[src/rtl/mt_pkg.sv]
// Shared parameters, types and window helper for the multithreaded fetch stage.
package mt_pkg;
    localparam int NUM_THREADS      = 5;
    localparam int SLOTS_PER_THREAD = 100;
    localparam int ADDR_W           = 9;
    localparam int TID_W            = 3;

    typedef logic [TID_W-1:0]  tid_t;
    typedef logic [ADDR_W-1:0] iaddr_t;

    function automatic iaddr_t thread_base(input tid_t tid);
        return iaddr_t'(int'(tid) * SLOTS_PER_THREAD);
    endfunction
endpackage

[src/rtl/rr_thread_picker.sv]
// Round-robin thread picker: first active thread at or after rr_ptr, modulo NUM_THREADS.
module rr_thread_picker
    import mt_pkg::*;
(
    input  logic [NUM_THREADS-1:0] active,
    input  tid_t                   rr_ptr,
    output tid_t                   sel,
    output logic                   any_active
);
    int idx;

    // Scan from the far end so the closest active thread to rr_ptr wins last.
    always_comb begin
        sel        = rr_ptr;
        any_active = 1'b0;
        idx        = 0;
        for (int i = NUM_THREADS - 1; i >= 0; i--) begin
            idx = (int'(rr_ptr) + i) % NUM_THREADS;
            if (active[idx]) begin
                sel        = tid_t'(idx);
                any_active = 1'b1;
            end
        end
    end
endmodule

[src/rtl/mt_fetch_scheduler.sv]
// Fetch stage: per-thread PCs, round-robin issue into imem, IF/ID register, redirects and halts.
module mt_fetch_scheduler
    import mt_pkg::*;
(
    input  logic              clk,
    input  logic              reset,
    input  logic              stall,
    input  logic              redirect_valid,
    input  logic [TID_W-1:0]  redirect_tid,
    input  logic [ADDR_W-1:0] redirect_pc,
    input  logic              halt_valid,
    input  logic [TID_W-1:0]  halt_tid,
    output logic [ADDR_W-1:0] imem_addr,
    input  logic [31:0]       imem_rd,
    output logic              if_valid,
    output logic [31:0]       if_instr,
    output logic [TID_W-1:0]  if_tid,
    output logic [ADDR_W-1:0] if_pc,
    output logic              all_halted,
    output logic              redirect_err
);
    iaddr_t                 pc_q [NUM_THREADS];
    iaddr_t                 pc_d [NUM_THREADS];
    logic [NUM_THREADS-1:0] active_q, active_d;
    tid_t                   rr_ptr_q, rr_ptr_d;
    logic                   if_valid_q, if_valid_d;
    logic [31:0]            if_instr_q, if_instr_d;
    tid_t                   if_tid_q, if_tid_d;
    iaddr_t                 if_pc_q, if_pc_d;
    logic                   redirect_err_q, redirect_err_d;

    tid_t   sel;
    logic   any_active;
    iaddr_t sel_pc;
    iaddr_t redir_base;
    logic   redir_ok;
    logic   issue;

    rr_thread_picker u_picker (
        .active     (active_q),
        .rr_ptr     (rr_ptr_q),
        .sel        (sel),
        .any_active (any_active)
    );

    always_comb begin
        sel_pc = pc_q[0];
        for (int t = 0; t < NUM_THREADS; t++) begin
            if (sel == tid_t'(t)) sel_pc = pc_q[t];
        end
    end

    // Out-of-range thread ids alias to a bogus base, so the id check must gate the window test.
    assign redir_base = thread_base(redirect_tid);
    assign redir_ok   = redirect_valid && (redirect_tid < tid_t'(NUM_THREADS)) &&
                        (redirect_pc >= redir_base) &&
                        (redirect_pc <= redir_base + iaddr_t'(SLOTS_PER_THREAD - 1));
    assign issue      = !stall && any_active;

    always_comb begin
        pc_d           = pc_q;
        active_d       = active_q;
        rr_ptr_d       = rr_ptr_q;
        if_valid_d     = if_valid_q;
        if_instr_d     = if_instr_q;
        if_tid_d       = if_tid_q;
        if_pc_d        = if_pc_q;
        redirect_err_d = redirect_err_q;

        if (issue) begin
            if_valid_d = 1'b1;
            if_instr_d = imem_rd;
            if_tid_d   = sel;
            if_pc_d    = sel_pc;
            rr_ptr_d   = (sel == tid_t'(NUM_THREADS - 1)) ? '0 : sel + 1'b1;
        end else if (!stall) begin
            if_valid_d = 1'b0;
        end

        for (int t = 0; t < NUM_THREADS; t++) begin
            if (issue && sel == tid_t'(t)) begin
                if (pc_q[t] == thread_base(tid_t'(t)) + iaddr_t'(SLOTS_PER_THREAD - 1))
                    pc_d[t] = thread_base(tid_t'(t));
                else
                    pc_d[t] = pc_q[t] + 1'b1;
            end
            if (redir_ok && redirect_tid == tid_t'(t)) pc_d[t] = redirect_pc;
            if (halt_valid && halt_tid == tid_t'(t)) active_d[t] = 1'b0;
        end

        if (issue && redir_ok && redirect_tid == sel) if_valid_d = 1'b0;
        if (redirect_valid && !redir_ok) redirect_err_d = 1'b1;
    end

    always_ff @(posedge clk) begin
        if (reset) begin
            for (int t = 0; t < NUM_THREADS; t++) pc_q[t] <= thread_base(tid_t'(t));
            active_q       <= '1;
            rr_ptr_q       <= '0;
            if_valid_q     <= 1'b0;
            if_instr_q     <= '0;
            if_tid_q       <= '0;
            if_pc_q        <= '0;
            redirect_err_q <= 1'b0;
        end else begin
            pc_q           <= pc_d;
            active_q       <= active_d;
            rr_ptr_q       <= rr_ptr_d;
            if_valid_q     <= if_valid_d;
            if_instr_q     <= if_instr_d;
            if_tid_q       <= if_tid_d;
            if_pc_q        <= if_pc_d;
            redirect_err_q <= redirect_err_d;
        end
    end

    assign imem_addr    = sel_pc;
    assign if_valid     = if_valid_q;
    assign if_instr     = if_instr_q;
    assign if_tid       = if_tid_q;
    assign if_pc        = if_pc_q;
    assign all_halted   = ~|active_q;
    assign redirect_err = redirect_err_q;
endmodule

[config.mk]
export PLATFORM = sky130hd
export DESIGN_NAME = mt_fetch_scheduler
export DESIGN_NICKNAME = d
export VERILOG_FILES = /design/src/rtl/mt_pkg.sv /design/src/rtl/rr_thread_picker.sv /design/src/rtl/mt_fetch_scheduler.sv
export SDC_FILE = /design/constraint.sdc
export NUM_CORES = 1
export LEC_CHECK = 0
export ABC_CLOCK_PERIOD_IN_PS = 19600
export CORE_ASPECT_RATIO = 1.75
export CORE_MARGIN = 8
export CORE_UTILIZATION = 52
export DETAILED_ROUTE_END_ITERATION = 6
export PLACE_DENSITY = 0.77
export SLEW_MARGIN = 0
export SYNTH_ARGS = -nofsm -noshare
export SYNTH_HDL_FRONTEND = slang
export SYNTH_SLANG_ARGS = --single-unit
[constraint.sdc]
create_clock -name clk -period 19.6 [get_ports clk]
set_input_delay 2.94 -clock clk [delete_from_list [all_inputs] [get_ports clk]]
set_output_delay 2.94 -clock clk [all_outputs]
set_load 0.05 [all_outputs]
Word level (Yosys, flattened, before mapping)
Index checks and enable logic that the tools add are counted.
W data, S select, Z words.
{"block": "totals", "ff_bits": 99, "wordCells": 142}
{"block": "classes", "addsub": 11, "mul": 1, "div_mod_pow": 5, "n_lt_le_gt_ge": 8, "eq_ne": 19, "muxes": 47, "reduce_logical": 35}
{"operator": "$mux W9", "n": 19}
{"operator": "$lt A32 B5 Y1 const B", "n": 5}
{"operator": "$mod A32 B4 Y32 const B", "n": 4}
{"operator": "$add A9 B1 Y9 const B", "n": 5}
{"operator": "$mod A4 B4 Y32 const B", "n": 1}
{"operator": "$eq A9 B9 Y1 const B", "n": 3}
{"operator": "$logic_and A1 B1 Y1", "n": 22}
{"operator": "$eq A3 B2 Y1 const B", "n": 6}
{"operator": "$mux W3", "n": 6}
{"operator": "$mux W1", "n": 17}
{"operator": "$bmux W1 S3", "n": 5}
{"operator": "$reduce_bool A2 Y1", "n": 5}
{"operator": "$add A9 B7 Y9 const B", "n": 1}
{"operator": "$eq A3 B1 Y1 const B", "n": 3}
{"operator": "$eq A3 B3 Y1 const B", "n": 3}
{"operator": "$eq A9 B7 Y1 const B", "n": 1}
{"operator": "$eq A9 B8 Y1 const B", "n": 1}
{"operator": "$ge A9 B9 Y1", "n": 1}
{"operator": "$le A9 B9 Y1", "n": 1}
{"operator": "$logic_not A3 Y1", "n": 3}
{"operator": "$add A3 B2 Y4 const B", "n": 2}
{"operator": "$mul A3 B5 Y7 const B", "n": 1}
{"operator": "$reduce_or A5 Y1", "n": 1}
{"operator": "$add A3 B1 Y4 const B", "n": 1}
{"operator": "other kinds (7)", "n": 9}

Depth between registers and ports, before layout
{"block": "logic_depth", "word_depth": 15, "ltp_mapped": 28, "depth_no_buf": 24}

Hierarchy
From an unflattened synthesis, not the netlist that was laid out.
{"block": "hier_totals", "cells_unflattened": 957, "hier_area_um2": 7445.9}
{"module": "mt_fetch_scheduler", "n_inst": 1, "cells_each": 723, "area_per_inst_um2": 5684.2}
{"module": "rr_thread_picker", "n_inst": 1, "cells_each": 234, "area_per_inst_um2": 1761.7}

Worst setup path after synthesis
OpenSTA, ideal clock, no wires.
{"block": "synth_path", "path_kind": "reg-to-output", "start": "register rr_ptr_q[0]", "end": "output port imem_addr[0]", "arrival_ps": 5784, "path_slack_ps": 10876, "path_stages_with_launch": 29, "path_cell_list": "dfxtp_1 buf_4 buf_6 clkinv_1 ha_1 inv_1 ha_1 clkbuf_1 o21ai_0 mux2i_1 inv_1 ha_1 mux4_2 o32ai_1 nand3_1 o2111a_1 a211oi_2 nand3b_1 a31oi_1 inv_1 ha_1 ha_1 clkbuf_1 nand2b_1 buf_1 o22ai_1 a21oi_1 o211ai_1 nand2_1"}
{"block": "synth_via", "elab_chain_len": 15, "word_cells_on_any_way": 37, "cone_classes": "4 x add/sub; 5 x div; 4 x eq/ne; 24 x mux"}
{"item": "from (decl)", "line_no": "mt_fetch_scheduler.sv:25", "rtl": "tid_t rr_ptr_q, rr_ptr_d;"}
{"item": "from (signal assigned)", "line_no": "mt_fetch_scheduler.sv:108", "rtl": "rr_ptr_q <= rr_ptr_d;"}
{"item": "$add A3 B3 Y4", "line_no": "rr_thread_picker.sv:18", "rtl": "idx = (int'(rr_ptr) + i) % NUM_THREADS;"}
{"item": "$mod A32 B4 Y32", "line_no": "rr_thread_picker.sv:18"}
{"item": "$bmux W1 S3", "line_no": "rr_thread_picker.sv:19", "rtl": "if (active[idx]) begin"}
{"item": "$mux W1 (implied by the code) (2 in a row)", "line_no": "rr_thread_picker.sv:19"}
{"item": "$mux W3 (4 in a row)", "line_no": "rr_thread_picker.sv:19"}
{"item": "$mux W3 *", "line_no": "rr_thread_picker.sv:19"}
{"item": "net sel[0]", "line_no": "mt_fetch_scheduler.sv:32", "rtl": "tid_t sel;"}
{"item": "$eq A3 B1 Y1", "line_no": "mt_fetch_scheduler.sv:49", "rtl": "if (sel == tid_t'(t)) sel_pc = pc_q[t];"}
{"item": "$mux W9 (3 in a row)", "line_no": "mt_fetch_scheduler.sv:49"}
{"item": "$mux W9 *", "line_no": "mt_fetch_scheduler.sv:49"}
{"item": "to (decl)", "line_no": "mt_fetch_scheduler.sv:13", "rtl": "output logic [ADDR_W-1:0] imem_addr,"}
The timed path passes the listed nets; every way through them passes the cells marked *. The select of a mux whose other input is x is not followed.

Final worst setup path
{"block": "layout_path", "start": "register rr_ptr_q[1]", "end": "output port imem_addr[8]"}
The elaborated chain is that of the path after synthesis.

==> metrics.cfg <==
[clock_tree]
post_cts_buffers = 0
clockBufferDepth = 2
tritoncts.num_buffers = 9
insertion_delay_ns = 0.36
cts_resized = 0
cts.hold.buffers_added = 0
cts.reportedPaths.clkPinSlew_ns = 0.08
cts_tree = yes
cts.sink_count = 99
cts_root_buf = sky130_fd_sc_hd__clkbuf_16
cts_htree_levels = 3

[logic_synthesis]
yosysSeqAreaShare = 0.260
count_of_flip_flops_with_a_built_in_enable_after_synthesis = 0
postSynth.asyncResetShare = 0
mappedNetlistNets = 1088
synth_seq_cells = 99
synth_top_flop_cell = sky130_fd_sc_hd__dfxtp_1
average_instance_area_after_synthesis_um2 = 7.72
synth_top_cell_area_share = 0.260
synth_unique_cells = 90
netlist_top_cells_area = sky130_fd_sc_hd__dfxtp_1, sky130_fd_sc_hd__ha_1, sky130_fd_sc_hd__nand2_1, sky130_fd_sc_hd__a21oi_1, sky130_fd_sc_hd__nor2_1
synth_largest_area_cell = sky130_fd_sc_hd__dfxtp_1
syn-cell-area_mm2 = 0.00761
synth_cells = 986
ys.warnings.count = 0

[final_layout]
area_delta_synth_final_pct = 17.4
fill_cells = 1293
diodes_inserted = 0
design.final.nets = 1148
multi_input_area_mm2 = 0.00517
post_route_cells_drive_above_1_share = 0.0561
ff_latch_area_mm2 = 0.00198

[power]
total_power_uw = 702
vdd.ir_drop.worst_mv = 0.0655
power_density_mw_per_mm2 = 78.6
p_leak_uw = 0.00346

[critical_path]
timing.critical_path.max_delay_family = compound AO/OA/AOI/OAI gates
end_kind = primary output
r2r.worst_path.cells = 22
r2r_slack_ns = 12.88
worstPathBufferInverterCount = 5
cpMaxStageDelayCell = sky130_fd_sc_hd__clkdlybuf4s50_1
reg2reg_from = rr_ptr_q[1]
critical_path_peak_fanout = 19
critical_path.max_stage_delay_ns = 0.83
cp_data_required_time_ns = 16.66
critical-path-top-cell-by-count = sky130_fd_sc_hd__ha_1
setup.worst_path.start_class = flop
crit-reg2reg-capture = pc_q[13]
cp_data_arrival_time_ns = 7.64
cp_cell_sequence = inv_2 -> ha_1 -> inv_1 -> ha_1 -> o21ai_0 -> mux2i_1 -> inv_1 -> ha_1 -> mux4_2 -> a211oi_1 -> a41oi_1 -> o2111a_1 -> a211oi_2 -> nand3b_1 -> a31oi_1 -> inv_1 -> ha_1 -> ha_1 -> nor2_1 -> a2bb2oi_1 -> o211ai_1 -> nand2_1 -> clkdlybuf4s50_1
criticalPathCategory = flop to primary output

[floorplan]
die_y_um = 176
design.die.area_mm2 = 0.0189
floorplan.initialDensity = 0.530
num_io_pins = 108
fp-row-count = 58
placeableCoreArea_mm2 = 0.0144
floorplan_die_width_um = 107

[global_route]
grt_max_degree = 70
grt_pass1_wl_um = 39600
vias_in_the_first_global_route = 7487
antenna_found_initial = 0
overflow = 0
grt_util_all_layers = 0.264

[sta]
finClkSkew_ns = 0.0128
min_period_over_period = 0.540
rsz0062_at_grt = false
final-hold-violation-count = 0
tightestPinTransition_ns = 1.07
final_period_minus_worst_setup_slack_ns = 10.58
tns_ns = 0
finalMaxSlewViolations = 0
maxSlewHeadroom = 0.279
setup-violations-final = 0
achievable-frequency_mhz = 94.5

[route]
routed-via-count = 7826
antenna_violating_nets_post_route = 0
wire_per_inst_um = 20.5
m1WireLength_um = 8860
number_of_drc_violations_after_detailed_routing = 0
drt-pass1-iter-count = 6
routed-wl-met3_um = 1280
vias_per_cell = 6.36
detailroute.wirelength.met2_um = 13100
first_iter_violations = 693
postRouteWirelength_um = 25200
top_layer_used = met4

[placed_design]
buffer_ports.inserted = 107
hpwlAfterDp_um = 19000
globalplace.congestion = 0.980

[hold_path]
min_delay_path_depth = 2
hold_path.startpoint = if_instr[28]
min_to = if_instr[28]
timing.hold.worst.class = flop to flop

[run_status]
run_status = completed

[run]
maxCapViolCount = 0

-- registers in the layout (all words and copies together) (netlist names) --
name and cells:
pc_q 45, if_instr 32, if_pc 9, active_q 5, if_tid 3, rr_ptr_q 3, if_valid 1, redirect_err 1
-- cell usage after synthesis (all sizes together), types with 14 or more instances --
master	number
nand2	141
dfxtp	99
nor2	84
a21oi	83
ha	50
clkbuf	40
inv	39
o21ai	36
a211oi	30
and3	27
a311oi	26
buf	24
nand3	24
o211ai	18
mux2i	15
nand4	15
nor3	15
nor2b	14
-- logic make-up (layout without fill, tap and decap cells) --
family	count (synthesis)	in the layout	share of synthesized area
flip-flops	99	99	0.260
XOR/XNOR	21	21	0.0266
AO/OA/AOI/OAI	303	303	0.289
buffers and inverters	104	169	0.0612
AND/OR/NAND/NOR	384	384	0.243
multiplexers	25	25	0.0380
adder cells (fa/ha/maj)	50	50	0.0822
-- metal layers --
metal,track usage,vias to the layer above
li1,-,3794
met4,0.204,0
met1,0.269,3624
met5,0,-
met3,0.0361,111
met2,0.471,297
-- stage by stage --
| stage | hold WS, ns | setup slack (ns) | area, um2 | instances | util |
|---|---|---|---|---|---|
| after floorplan | 0.481 | 10.88 | 7610 | 986 | - |
| after global placement | 0.441 | 9.69 | 8640 | 1215 | 0.601 |
| after detailed placement | 0.445 | 9.50 | 8640 | 1215 | 0.601 |
| after CTS | 0.457 | 9.11 | 8930 | 1231 | 0.622 |
| after global routing | 0.469 | 8.39 | 8930 | 1231 | 0.622 |
| final | 0.454 | 9.02 | 8930 | 1231 | 0.622 |
-- worst reg2reg max path, delay by kind of cell (launching register included) --
family	cells	cell delay, ns
buf+inv	4	0.67
compound gates	8	1.99
simple gates	3	0.71
mux	2	0.79
flops	1	0.77
fa+ha+maj	5	1.70
-- cell usage in the layout (no fill, tap or decap), drive strengths merged, types with 18 or more instances in the layout --
master,n
nand2,141
clkdlybuf4s50,106
dfxtp,99
nor2,84
a21oi,83
ha,50
inv,44
o21ai,36
a211oi,30
and3,27
a311oi,26
nand3,24
o211ai,18
-- cell type report --
class	instances	area share
multi-input cells	783	0.579
flip-flops and latches	99	0.222
inverters	40	0.0168
well taps	180	0.0252
clock buffers	9	0.0252
clock inverters	7	0.00728
repair buffers	113	0.125
-- worst max-delay path by stage --
stage	startpoint	to	slack [ns]	depth (start not counted)
5_1_grt	rr_ptr_q[1]	imem_addr[4]	8.39	23
4_1_cts	rr_ptr_q[1]	imem_addr[4]	9.11	23
6_report	rr_ptr_q[1]	imem_addr[8]	9.02	23
2_1_floorplan	rr_ptr_q[0]	imem_addr[0]	10.88	28
3_3_place_gp	rr_ptr_q[1]	imem_addr[4]	9.69	23
3_5_place_dp	rr_ptr_q[1]	imem_addr[4]	9.50	23
-- power breakdown --
group	switching, uW	internal, uW	leakage (uW)
combinational	193	105	0.00250
clock	88.3	89.9	0.000146
sequential	13.3	213	0.000809
No activity file was read; power rests on OpenSTA's default activity.
